## src/rtl/chan_select_loader_pkg.sv

```systemverilog
`default_nettype none
// ============================================================================
//  Module      : chan_select_loader_pkg
//  Description : Shared channelizer definitions used by the channel-select
//                mask loader: settings-bus addresses, mask depth, FSM state
//                encoding and the burst-length helper.
//  Revision    : 1.0 - initial release
// ============================================================================
package chan_select_loader_pkg;

  // Settings-bus register map
  localparam logic [7:0] CHAN_SR_SELECT_ADDR   = 8'd134;
  localparam logic [7:0] CHAN_SR_SELECT_DATA   = 8'd135;
  localparam logic [7:0] CHAN_SR_SELECT_COMMIT = 8'd136;

  // Mask depth in 32-bit words (64 words = 2048 channels)
  localparam int CHAN_MAX_WORDS = 64;
  localparam int CHAN_WORD_W    = 32;

  // Loader FSM encoding
  typedef logic [1:0] sel_state_t;
  localparam sel_state_t ST_IDLE   = 2'd0;
  localparam sel_state_t ST_FETCH  = 2'd1;
  localparam sel_state_t ST_STREAM = 2'd2;

  // Number of mask words covering fft_size channels, clamped to [1, max_words].
  function automatic logic [15:0] calc_nwords(input logic [11:0] fft_size,
                                              input logic [15:0] max_words);
    logic [15:0] words;
    words = {4'd0, fft_size} >> 5;
    if (words == 16'd0) return 16'd1;
    if (words > max_words) return max_words;
    return words;
  endfunction

endpackage
`default_nettype wire

```

## src/rtl/chan_select_ram.sv

```systemverilog
`default_nettype none
// ============================================================================
//  Module      : chan_select_ram
//  Description : Channel-select mask storage. One synchronous write port and
//                one read port whose address is registered; read data is the
//                word at the address captured on the previous clock edge.
//                Contents are intentionally not reset.
//  Ports       : clk    - clock
//                we     - write enable
//                waddr  - write address
//                wdata  - write data
//                raddr  - read address (captured every edge)
//                rdata  - word at the captured read address
//  Revision    : 1.0 - initial release
// ============================================================================
module chan_select_ram #(
  parameter int DEPTH = 64,
  parameter int WIDTH = 32,
  parameter int AW    = $clog2(DEPTH)
) (
  input  logic             clk,
  input  logic             we,
  input  logic [AW-1:0]    waddr,
  input  logic [WIDTH-1:0] wdata,
  input  logic [AW-1:0]    raddr,
  output logic [WIDTH-1:0] rdata
);

  logic [WIDTH-1:0] mem [DEPTH];
  logic [AW-1:0]    raddr_q;

  always_ff @(posedge clk) begin
    if (we) mem[waddr] <= wdata;
    raddr_q <= raddr;
  end

  assign rdata = mem[raddr_q];

endmodule
`default_nettype wire

```

## src/rtl/chan_select_loader.sv

```systemverilog
`default_nettype none
// ============================================================================
//  Module      : chan_select_loader
//  Description : Collects a channel-enable mask over the settings bus and, on
//                commit, streams nwords = clamp(fft_size/32, 1, MAX_WORDS)
//                mask words to the channelizer down-selection FIFO over
//                AXI-Stream. A commit arriving during a burst is remembered
//                once and restarts streaming after the current burst ends.
//  Ports       : ce_clk / ce_rst_n          - clock, async active-low reset
//                set_stb/set_addr/set_data  - settings-bus write
//                fft_size                   - current number of channels
//                m_axis_select_*            - mask word stream
//                busy                       - loader is fetching/streaming
//                wr_drop_stb                - data write ignored while busy
//  Revision    : 1.0 - initial release
// ============================================================================
module chan_select_loader
  import chan_select_loader_pkg::*;
#(
  parameter logic [7:0] SR_SELECT_ADDR   = CHAN_SR_SELECT_ADDR,
  parameter logic [7:0] SR_SELECT_DATA   = CHAN_SR_SELECT_DATA,
  parameter logic [7:0] SR_SELECT_COMMIT = CHAN_SR_SELECT_COMMIT,
  parameter int         MAX_WORDS        = CHAN_MAX_WORDS
) (
  input  logic        ce_clk,
  input  logic        ce_rst_n,
  input  logic        set_stb,
  input  logic [7:0]  set_addr,
  input  logic [31:0] set_data,
  input  logic [11:0] fft_size,
  output logic [31:0] m_axis_select_tdata,
  output logic        m_axis_select_tvalid,
  output logic        m_axis_select_tlast,
  input  logic        m_axis_select_tready,
  output logic        busy,
  output logic        wr_drop_stb
);

  localparam int              AW          = $clog2(MAX_WORDS);
  localparam logic [15:0]     MAX_WORDS_W = 16'(MAX_WORDS);
  localparam logic [AW-1:0]   LAST_IDX    = AW'(MAX_WORDS - 1);

  sel_state_t     state, state_nxt;
  logic [AW-1:0]  wr_idx;
  logic [AW-1:0]  rd_idx, rd_idx_nxt;
  logic [15:0]    nwords, nwords_nxt;
  logic           pending, pending_nxt;
  logic           commit_q;
  logic [31:0]    tdata_nxt;
  logic           tvalid_nxt, tlast_nxt;
  logic [31:0]    ram_rdata;

  logic addr_hit, data_hit, commit_hit;
  logic handshake, restart_req, mem_we;

  assign addr_hit    = set_stb && (set_addr == SR_SELECT_ADDR);
  assign data_hit    = set_stb && (set_addr == SR_SELECT_DATA);
  assign commit_hit  = set_stb && (set_addr == SR_SELECT_COMMIT);

  assign busy        = (state != ST_IDLE);
  assign handshake   = m_axis_select_tvalid && m_axis_select_tready;
  // A fresh commit and a remembered one both start (or restart) a burst.
  assign restart_req = pending || commit_q;
  assign mem_we      = data_hit && !busy;

  // --------------------------------------------------------------------------
  // Settings-bus side: write index, drop strobe, commit capture
  // --------------------------------------------------------------------------
  // The commit strobe is registered so the burst length is sampled one cycle
  // after the settings write, keeping commit-to-tvalid at two cycles.
  always_ff @(posedge ce_clk or negedge ce_rst_n) begin
    if (!ce_rst_n) begin
      wr_idx      <= '0;
      wr_drop_stb <= 1'b0;
      commit_q    <= 1'b0;
    end else begin
      wr_drop_stb <= data_hit && busy;
      commit_q    <= commit_hit;
      if (addr_hit) begin
        wr_idx <= set_data[AW-1:0];
      end else if (mem_we) begin
        wr_idx <= (wr_idx == LAST_IDX) ? '0 : wr_idx + AW'(1);
      end
    end
  end

  // --------------------------------------------------------------------------
  // Mask storage; read address follows rd_idx_nxt so the RAM output already
  // shows mem[rd_idx] while in FETCH.
  // --------------------------------------------------------------------------
  chan_select_ram #(
    .DEPTH (MAX_WORDS),
    .WIDTH (32),
    .AW    (AW)
  ) u_ram (
    .clk   (ce_clk),
    .we    (mem_we),
    .waddr (wr_idx),
    .wdata (set_data),
    .raddr (rd_idx_nxt),
    .rdata (ram_rdata)
  );

  // --------------------------------------------------------------------------
  // FSM: state register
  // --------------------------------------------------------------------------
  always_ff @(posedge ce_clk or negedge ce_rst_n) begin
    if (!ce_rst_n) state <= ST_IDLE;
    else           state <= state_nxt;
  end

  // --------------------------------------------------------------------------
  // FSM: next state
  // --------------------------------------------------------------------------
  always_comb begin
    state_nxt = state;
    case (state)
      ST_IDLE:   if (restart_req) state_nxt = ST_FETCH;
      ST_FETCH:  state_nxt = ST_STREAM;
      ST_STREAM: begin
        if (handshake) begin
          state_nxt = (!m_axis_select_tlast || restart_req) ? ST_FETCH : ST_IDLE;
        end
      end
      default:   state_nxt = ST_IDLE;
    endcase
  end

  // --------------------------------------------------------------------------
  // FSM: output / datapath next values
  // --------------------------------------------------------------------------
  always_comb begin
    rd_idx_nxt  = rd_idx;
    nwords_nxt  = nwords;
    pending_nxt = pending;
    tdata_nxt   = m_axis_select_tdata;
    tvalid_nxt  = m_axis_select_tvalid;
    tlast_nxt   = m_axis_select_tlast;

    // Only one outstanding commit is remembered; a restart below consumes it.
    if (busy && commit_q) pending_nxt = 1'b1;

    case (state)
      ST_IDLE: begin
        tvalid_nxt = 1'b0;
        if (restart_req) begin
          rd_idx_nxt  = '0;
          nwords_nxt  = calc_nwords(fft_size, MAX_WORDS_W);
          pending_nxt = 1'b0;
        end
      end
      ST_FETCH: begin
        tdata_nxt  = ram_rdata;
        tvalid_nxt = 1'b1;
        tlast_nxt  = (16'(rd_idx) == nwords - 16'd1);
      end
      ST_STREAM: begin
        if (handshake) begin
          tvalid_nxt = 1'b0;
          if (!m_axis_select_tlast) begin
            rd_idx_nxt = rd_idx + AW'(1);
          end else if (restart_req) begin
            rd_idx_nxt  = '0;
            nwords_nxt  = calc_nwords(fft_size, MAX_WORDS_W);
            pending_nxt = 1'b0;
          end
        end
      end
      default: begin
        tvalid_nxt = 1'b0;
      end
    endcase
  end

  always_ff @(posedge ce_clk or negedge ce_rst_n) begin
    if (!ce_rst_n) begin
      rd_idx               <= '0;
      nwords               <= 16'd1;
      pending              <= 1'b0;
      m_axis_select_tdata  <= '0;
      m_axis_select_tvalid <= 1'b0;
      m_axis_select_tlast  <= 1'b0;
    end else begin
      rd_idx               <= rd_idx_nxt;
      nwords               <= nwords_nxt;
      pending              <= pending_nxt;
      m_axis_select_tdata  <= tdata_nxt;
      m_axis_select_tvalid <= tvalid_nxt;
      m_axis_select_tlast  <= tlast_nxt;
    end
  end

endmodule
`default_nettype wire

```

## config.mk

```make
export PLATFORM = sky130hd
export DESIGN_NAME = chan_select_loader
export DESIGN_NICKNAME = d
export VERILOG_FILES = /design/src/rtl/chan_select_loader_pkg.sv /design/src/rtl/chan_select_ram.sv /design/src/rtl/chan_select_loader.sv
export SDC_FILE = /design/constraint.sdc
export NUM_CORES = 2
export LEC_CHECK = 0
export BUFFER_PORTS_ARGS = -buffer_cell sky130_fd_sc_hd__buf_2
export CAP_MARGIN = 20
export CORE_MARGIN = 2
export CORE_UTILIZATION = 39
export CTS_BUF_LIST = sky130_fd_sc_hd__clkbuf_16
export DETAILED_ROUTE_END_ITERATION = 6
export PLACE_DENSITY = 0.55
export SYNTH_ARGS = -nofsm -noshare
export SYNTH_HDL_FRONTEND = slang
export SYNTH_SLANG_ARGS = --single-unit
```

## constraint.sdc

```tcl
create_clock -name ce_clk -period 4.6 [get_ports ce_clk]
set_clock_uncertainty 0.15 [all_clocks]
set_input_delay 0.46 -clock ce_clk [delete_from_list [all_inputs] [get_ports ce_clk]]
set_output_delay 0.46 -clock ce_clk [all_outputs]
set_load 0.02 [all_outputs]
```

==> impl_results.html <==
<table>
<tr><th>Metric</th><th>Value</th></tr>
<tr><th colspan="2">Timing</th></tr>
<tr><td>Post-route setup TNS</td><td>0 ns</td></tr>
<tr><td>Fmax</td><td>between 200 and 300 MHz</td></tr>
<tr><td>WHS</td><td>0.07760 ns</td></tr>
<tr><td>Worst relative slew slack</td><td>24.91%</td></tr>
<tr><td>Minimum period implied by the final worst setup slack</td><td>3.598 ns</td></tr>
<tr><td>Actual transition at the worst max-transition pin</td><td>around 1.1 ns</td></tr>
<tr><td>Final-report hold violation count</td><td>0</td></tr>
<tr><td>Final count of pins violating max slew</td><td>0</td></tr>
<tr><td>Ratio of final minimum period to clock period</td><td>between 70% and 80%</td></tr>
<tr><td>Count of final setup violators</td><td>0</td></tr>
<tr><td>Setup repair after global routing missed its margin</td><td>false</td></tr>
<tr><th colspan="2">Detailed routing</th></tr>
<tr><td>Ratio of routed vias to standard cells</td><td>~5.6</td></tr>
<tr><td>DRT Pass-1 Iters</td><td>5</td></tr>
<tr><td>Wire length reported by the detailed router</td><td>199.5 mm</td></tr>
<tr><td>Number of nets with antenna violations after detailed routing</td><td>0</td></tr>
<tr><td>Iter 0 DRT Violations</td><td>roughly 3,700</td></tr>
<tr><td>Number of vias in the routed layout</td><td>approximately 39,000</td></tr>
<tr><td>DRC</td><td>0</td></tr>
<tr><td>Average wire per standard cell</td><td>28.67 µm</td></tr>
<tr><th colspan="2">Clock network</th></tr>
<tr><td>H-tree levels</td><td>4</td></tr>
<tr><td>Number of buffers created by CTS</td><td>about 220</td></tr>
<tr><td>Number of buffers between clock root and the deepest sink</td><td>3</td></tr>
<tr><td>Latest clock arrival within the worst-skew pair</td><td>approximately 0.84 ns</td></tr>
<tr><td>TritonCTS clock tree</td><td>yes</td></tr>
<tr><td>Count of cells resized by post-cts repair</td><td>0</td></tr>
<tr><td>CTS Sinks</td><td>approximately 2,100</td></tr>
<tr><td>Clock slew seen by the registers of the worst setup and hold paths</td><td>0.07 ns</td></tr>
<tr><td>Post-CTS repair timing setup buffer count</td><td>0</td></tr>
<tr><td>CTS root buf</td><td>sky130_fd_sc_hd__clkbuf_16</td></tr>
<tr><td>Number of hold buffers added after cts</td><td>18</td></tr>
<tr><th colspan="2">Logic synthesis</th></tr>
<tr><td>Share of synthesized flip-flops with an asynchronous set or reset</td><td>2.746%</td></tr>
<tr><td>Mapped Area</td><td>80,630 µm²</td></tr>
<tr><td>Yosys warns</td><td>0</td></tr>
<tr><td>Number of library cell types mapped by synthesis</td><td>53</td></tr>
<tr><td>Main flop type after synthesis</td><td>sky130_fd_sc_hd__edfxtp_1</td></tr>
<tr><td>Syn avg cell area</td><td>21.30 µm²</td></tr>
<tr><td>Net Count, Synth</td><td>3,846</td></tr>
<tr><td>Post-synthesis sequential area ratio</td><td>78.22%</td></tr>
<tr><td>Register bit total from synthesis</td><td>2,112</td></tr>
<tr><td>Number of enable flip-flop cells after synthesis</td><td>~2,000</td></tr>
<tr><td>Cell count after synthesis</td><td>about 3,800</td></tr>
<tr><th colspan="2">Power</th></tr>
<tr><td>Leakage power summed over all cells</td><td>28.35 nW</td></tr>
<tr><td>PD cells</td><td>about 470 nW/µm²</td></tr>
<tr><td>Clock share of power</td><td>37.6%</td></tr>
<tr><td>Fraction of power consumed by sequential logic</td><td>49.5%</td></tr>
<tr><td>Switching Share</td><td>25.11%</td></tr>
<tr><td>Power Total</td><td>0.04384 W</td></tr>
<tr><td>Worst voltage drop across the vdd grid</td><td>354.8 µV</td></tr>
<tr><td>Total net switching power</td><td>0.01101 W</td></tr>
<tr><td>Internal power summed over all cells</td><td>approximately 0.033 W</td></tr>
<tr><td>Power share of the combinational group</td><td>between 10% and 20%</td></tr>
<tr><th colspan="2">Place</th></tr>
<tr><td>Half-perimeter wire length of the detailed placement result</td><td>113.0 mm</td></tr>
<tr><td>Port Buf Inserts</td><td>86</td></tr>
<tr><td>Final weighted congestion in routability-driven placement</td><td>0.7853</td></tr>
<tr><th colspan="2">Floorplan</th></tr>
<tr><td>Top Ports</td><td>92</td></tr>
<tr><td>Die X</td><td>roughly 460 µm</td></tr>
<tr><td>Placement row count</td><td>166</td></tr>
<tr><td>Initial standard-cell utilization of the core</td><td>39.33%</td></tr>
<tr><td>Floorplan Core Area</td><td>205,000 µm²</td></tr>
<tr><td>Height of the chip</td><td>~460 µm</td></tr>
<tr><td>Die area</td><td>approximately 210,000 µm²</td></tr>
<tr><th colspan="2">Global routing</th></tr>
<tr><td>First-pass GRT wire length</td><td>287.7 mm</td></tr>
<tr><td>GR Util All Layers</td><td>a little under a fifth</td></tr>
<tr><td>Met1 capacity usage during global routing</td><td>26.51%</td></tr>
<tr><td>Number of antenna violations at the first check in global routing</td><td>10</td></tr>
<tr><td>Global-route track usage on met3</td><td>~3.0%</td></tr>
<tr><td>Number of global-route vias before repair</td><td>39,880</td></tr>
<tr><td>Global-route layer with the greatest usage</td><td>met2</td></tr>
<tr><td>Largest net degree at the start of global routing</td><td>138</td></tr>
<tr><td>Leftover overflow at the end of global routing</td><td>0</td></tr>
<tr><td>Fraction of met2 tracks used by global routing</td><td>30.80%</td></tr>
<tr><th colspan="2">Layout</th></tr>
<tr><td>Fraction of final layout cells sized beyond drive strength 1</td><td>24.08%</td></tr>
<tr><td>Final-stage net count</td><td>4,139</td></tr>
<tr><td>Filler cell count in the final layout</td><td>~17,000</td></tr>
<tr><td>Area grow syn2layout</td><td>15.32%</td></tr>
<tr><th colspan="2">Setup path</th></tr>
<tr><td>Crit-path max FO</td><td>35</td></tr>
<tr><td>Critical Path End Type</td><td>flop</td></tr>
<tr><td>Category of the most critical setup path</td><td>flop to flop</td></tr>
<tr><td>R2R Path End</td><td>m_axis_select_tdata[12]$_DFFE_PN0P_</td></tr>
<tr><td>Worst R2R Setup Slack</td><td>1.00 ns</td></tr>
<tr><td>Critical R2R Launch</td><td>u_ram.raddr_q[0]$_DFF_P_</td></tr>
<tr><td>Startpoint class of the critical path</td><td>flop</td></tr>
<tr><td>Critical Path Slowest Stage Cell</td><td>sky130_fd_sc_hd__dfxtp_4</td></tr>
<tr><td>First element of the critical path</td><td>u_ram.raddr_q[0]$_DFF_P_</td></tr>
<tr><td>Arrival time at the worst endpoint</td><td>about 4.2 ns</td></tr>
<tr><td>Cell chain of the critical path</td><td>and2_2, buf_4, a22oi_1, nand3_1, nand4_1, a221o_1</td></tr>
<tr><td>Largest incremental delay on the critical path</td><td>0.98 ns</td></tr>
<tr><td>Depth of the worst register-to-register path</td><td>6</td></tr>
<tr><td>CP Data Required Time</td><td>5.15 ns</td></tr>
<tr><th colspan="2">Flow run</th></tr>
<tr><td>Max-cap violations</td><td>0</td></tr>
<tr><th colspan="2">Outcome</th></tr>
<tr><td>Status</td><td>finished, final reports clean</td></tr>
<tr><th colspan="2">Worst hold path</th></tr>
<tr><td>Hold WC Path Type</td><td>primary input to async pin</td></tr>
</table>
[worst max-delay path, delay by kind of cell (launching register included)]
kind                   cells  cell delay [ns]
DFF                        1             0.98
and+or+nand+nor            3             1.40
buffers and inverters      1             0.33
AOI/OAI and AO/OA          2             0.53
[worst max-delay path by stage]
stage,slack [ns],end,cells after the start
detailed placement,0.96,m_axis_select_tdata[26]$_DFFE_PN0P_,6
global route,0.86,m_axis_select_tdata[12]$_DFFE_PN0P_,6
floorplan,0.07,u_ram.mem[8][0]$_DFFE_PP_,6
global placement,1.00,m_axis_select_tdata[26]$_DFFE_PN0P_,6
CTS,0.94,m_axis_select_tdata[12]$_DFFE_PN0P_,6
finish,1.00,m_axis_select_tdata[12]$_DFFE_PN0P_,6
[stage by stage]
step | utilization (%) | worst slack (ns) | area, µm² | instances
after floorplan | - | 0.07128 | 80630 | 3786
final | 45.36 | 1.002 | 92980 | 6958
after detailed placement | 41.90 | 0.9635 | 85890 | 6515
after CTS | 45.24 | 0.9408 | 92740 | 6941
after global placement | 41.89 | 1.003 | 85880 | 6514
after global routing | 45.36 | 0.8598 | 92980 | 6957
[cells by family (layout without fill, tap and decap cells)]
group | count (synthesis) | in the layout | synth area share (%)
mux | 676 | 676 | 14.36
buf+inv | 224 | 707 | 1.407
other cells | 0 | 1 | 0
fa+ha+maj | 4 | 4 | 0.06207
compound gates | 389 | 389 | 3.457
xor+xnor | 10 | 10 | 0.1086
flops | 2112 | 2112 | 78.22
simple gates | 371 | 371 | 2.387
[flip-flops by register name (all words and copies together) (netlist names)]
register,flops
commit_q,1
nwords,7
wr_idx,6
m_axis_select_tdata,32
rd_idx,6
wr_drop_stb,1
m_axis_select_tvalid,1
m_axis_select_tlast,1
u_ram.raddr_q,6
pending,1
state,2
u_ram.mem,2048
[per-layer routing]
layer	vias to the layer above	part of all wire, %
met5	-	0
met3	263	5.5
met1	21130	43
li1	16540	-
met4	0	2.4
met2	1140	49
[cell usage in the layout (no fill, tap or decap), drive strengths merged, types with 4 or more instances in the layout]
master,netlist,final
ha,4,4
a211oi,64,64
clkinv,0,112
a221o,32,32
nand3,73,73
nand4,35,35
mux4,384,384
dlygate4sd3,0,26
or2,4,4
xnor2,5,5
edfxtp,2048,2048
bufinv,0,10
o22ai,65,65
inv,10,76
clkbuf,88,218
nor2b,39,39
nor2,72,72
nor3,9,9
mux2i,289,289
dfrtp,57,57
or3,34,34
and3,5,5
nor4,6,6
nand2,68,68
o21ai,17,17
a22oi,160,160
buf,126,263
dfxtp,6,6
a21oi,37,37
nand2b,10,10
xor2,5,5
[power groups by stage]
stage	registers [W]	clock network [W]	logic, W
after floorplan	0.0219	0	0.00377
after global placement	0.0221	0	0.00569
after detailed placement	0.0221	0	0.00573
after CTS	0.0217	0.0168	0.00576
after global routing	0.0217	0.0176	0.00608
final	0.0217	0.0165	0.00567
[Yosys cell counts, types with 37 or more instances]
cell type / number / area [µm²]
sky130_fd_sc_hd__edfxtp_1: 2048 / 61500
sky130_fd_sc_hd__mux4_2: 384 / 8648
sky130_fd_sc_hd__mux2i_1: 289 / 2893
sky130_fd_sc_hd__a22oi_1: 160 / 1201
sky130_fd_sc_hd__clkbuf_1: 88 / 330.3
sky130_fd_sc_hd__buf_2: 85 / 425.4
sky130_fd_sc_hd__nand3_1: 73 / 365.4
sky130_fd_sc_hd__nor2_1: 71 / 266.5
sky130_fd_sc_hd__nand2_1: 68 / 255.2
sky130_fd_sc_hd__o22ai_1: 65 / 406.6
sky130_fd_sc_hd__a211oi_1: 64 / 480.5
sky130_fd_sc_hd__dfrtp_1: 57 / 1426
sky130_fd_sc_hd__nor2b_1: 39 / 244.0
sky130_fd_sc_hd__a21oi_1: 37 / 185.2
[area by class of cell]
class	instances	area, µm²	share of cell area (%)
Tap cell	2688	3363	3.617
Timing Repair Buffer	289	2874	3.091
Clock inverter	190	1210	1.301
Antenna cell	1	2.502	0.002691
Inverter	10	37.54	0.04037
Sequential cell	2112	63080	67.84
Multi-Input combinational cell	1450	16960	18.24
Clock buffer	218	5455	5.867
(Power assumes the default switching activity.)
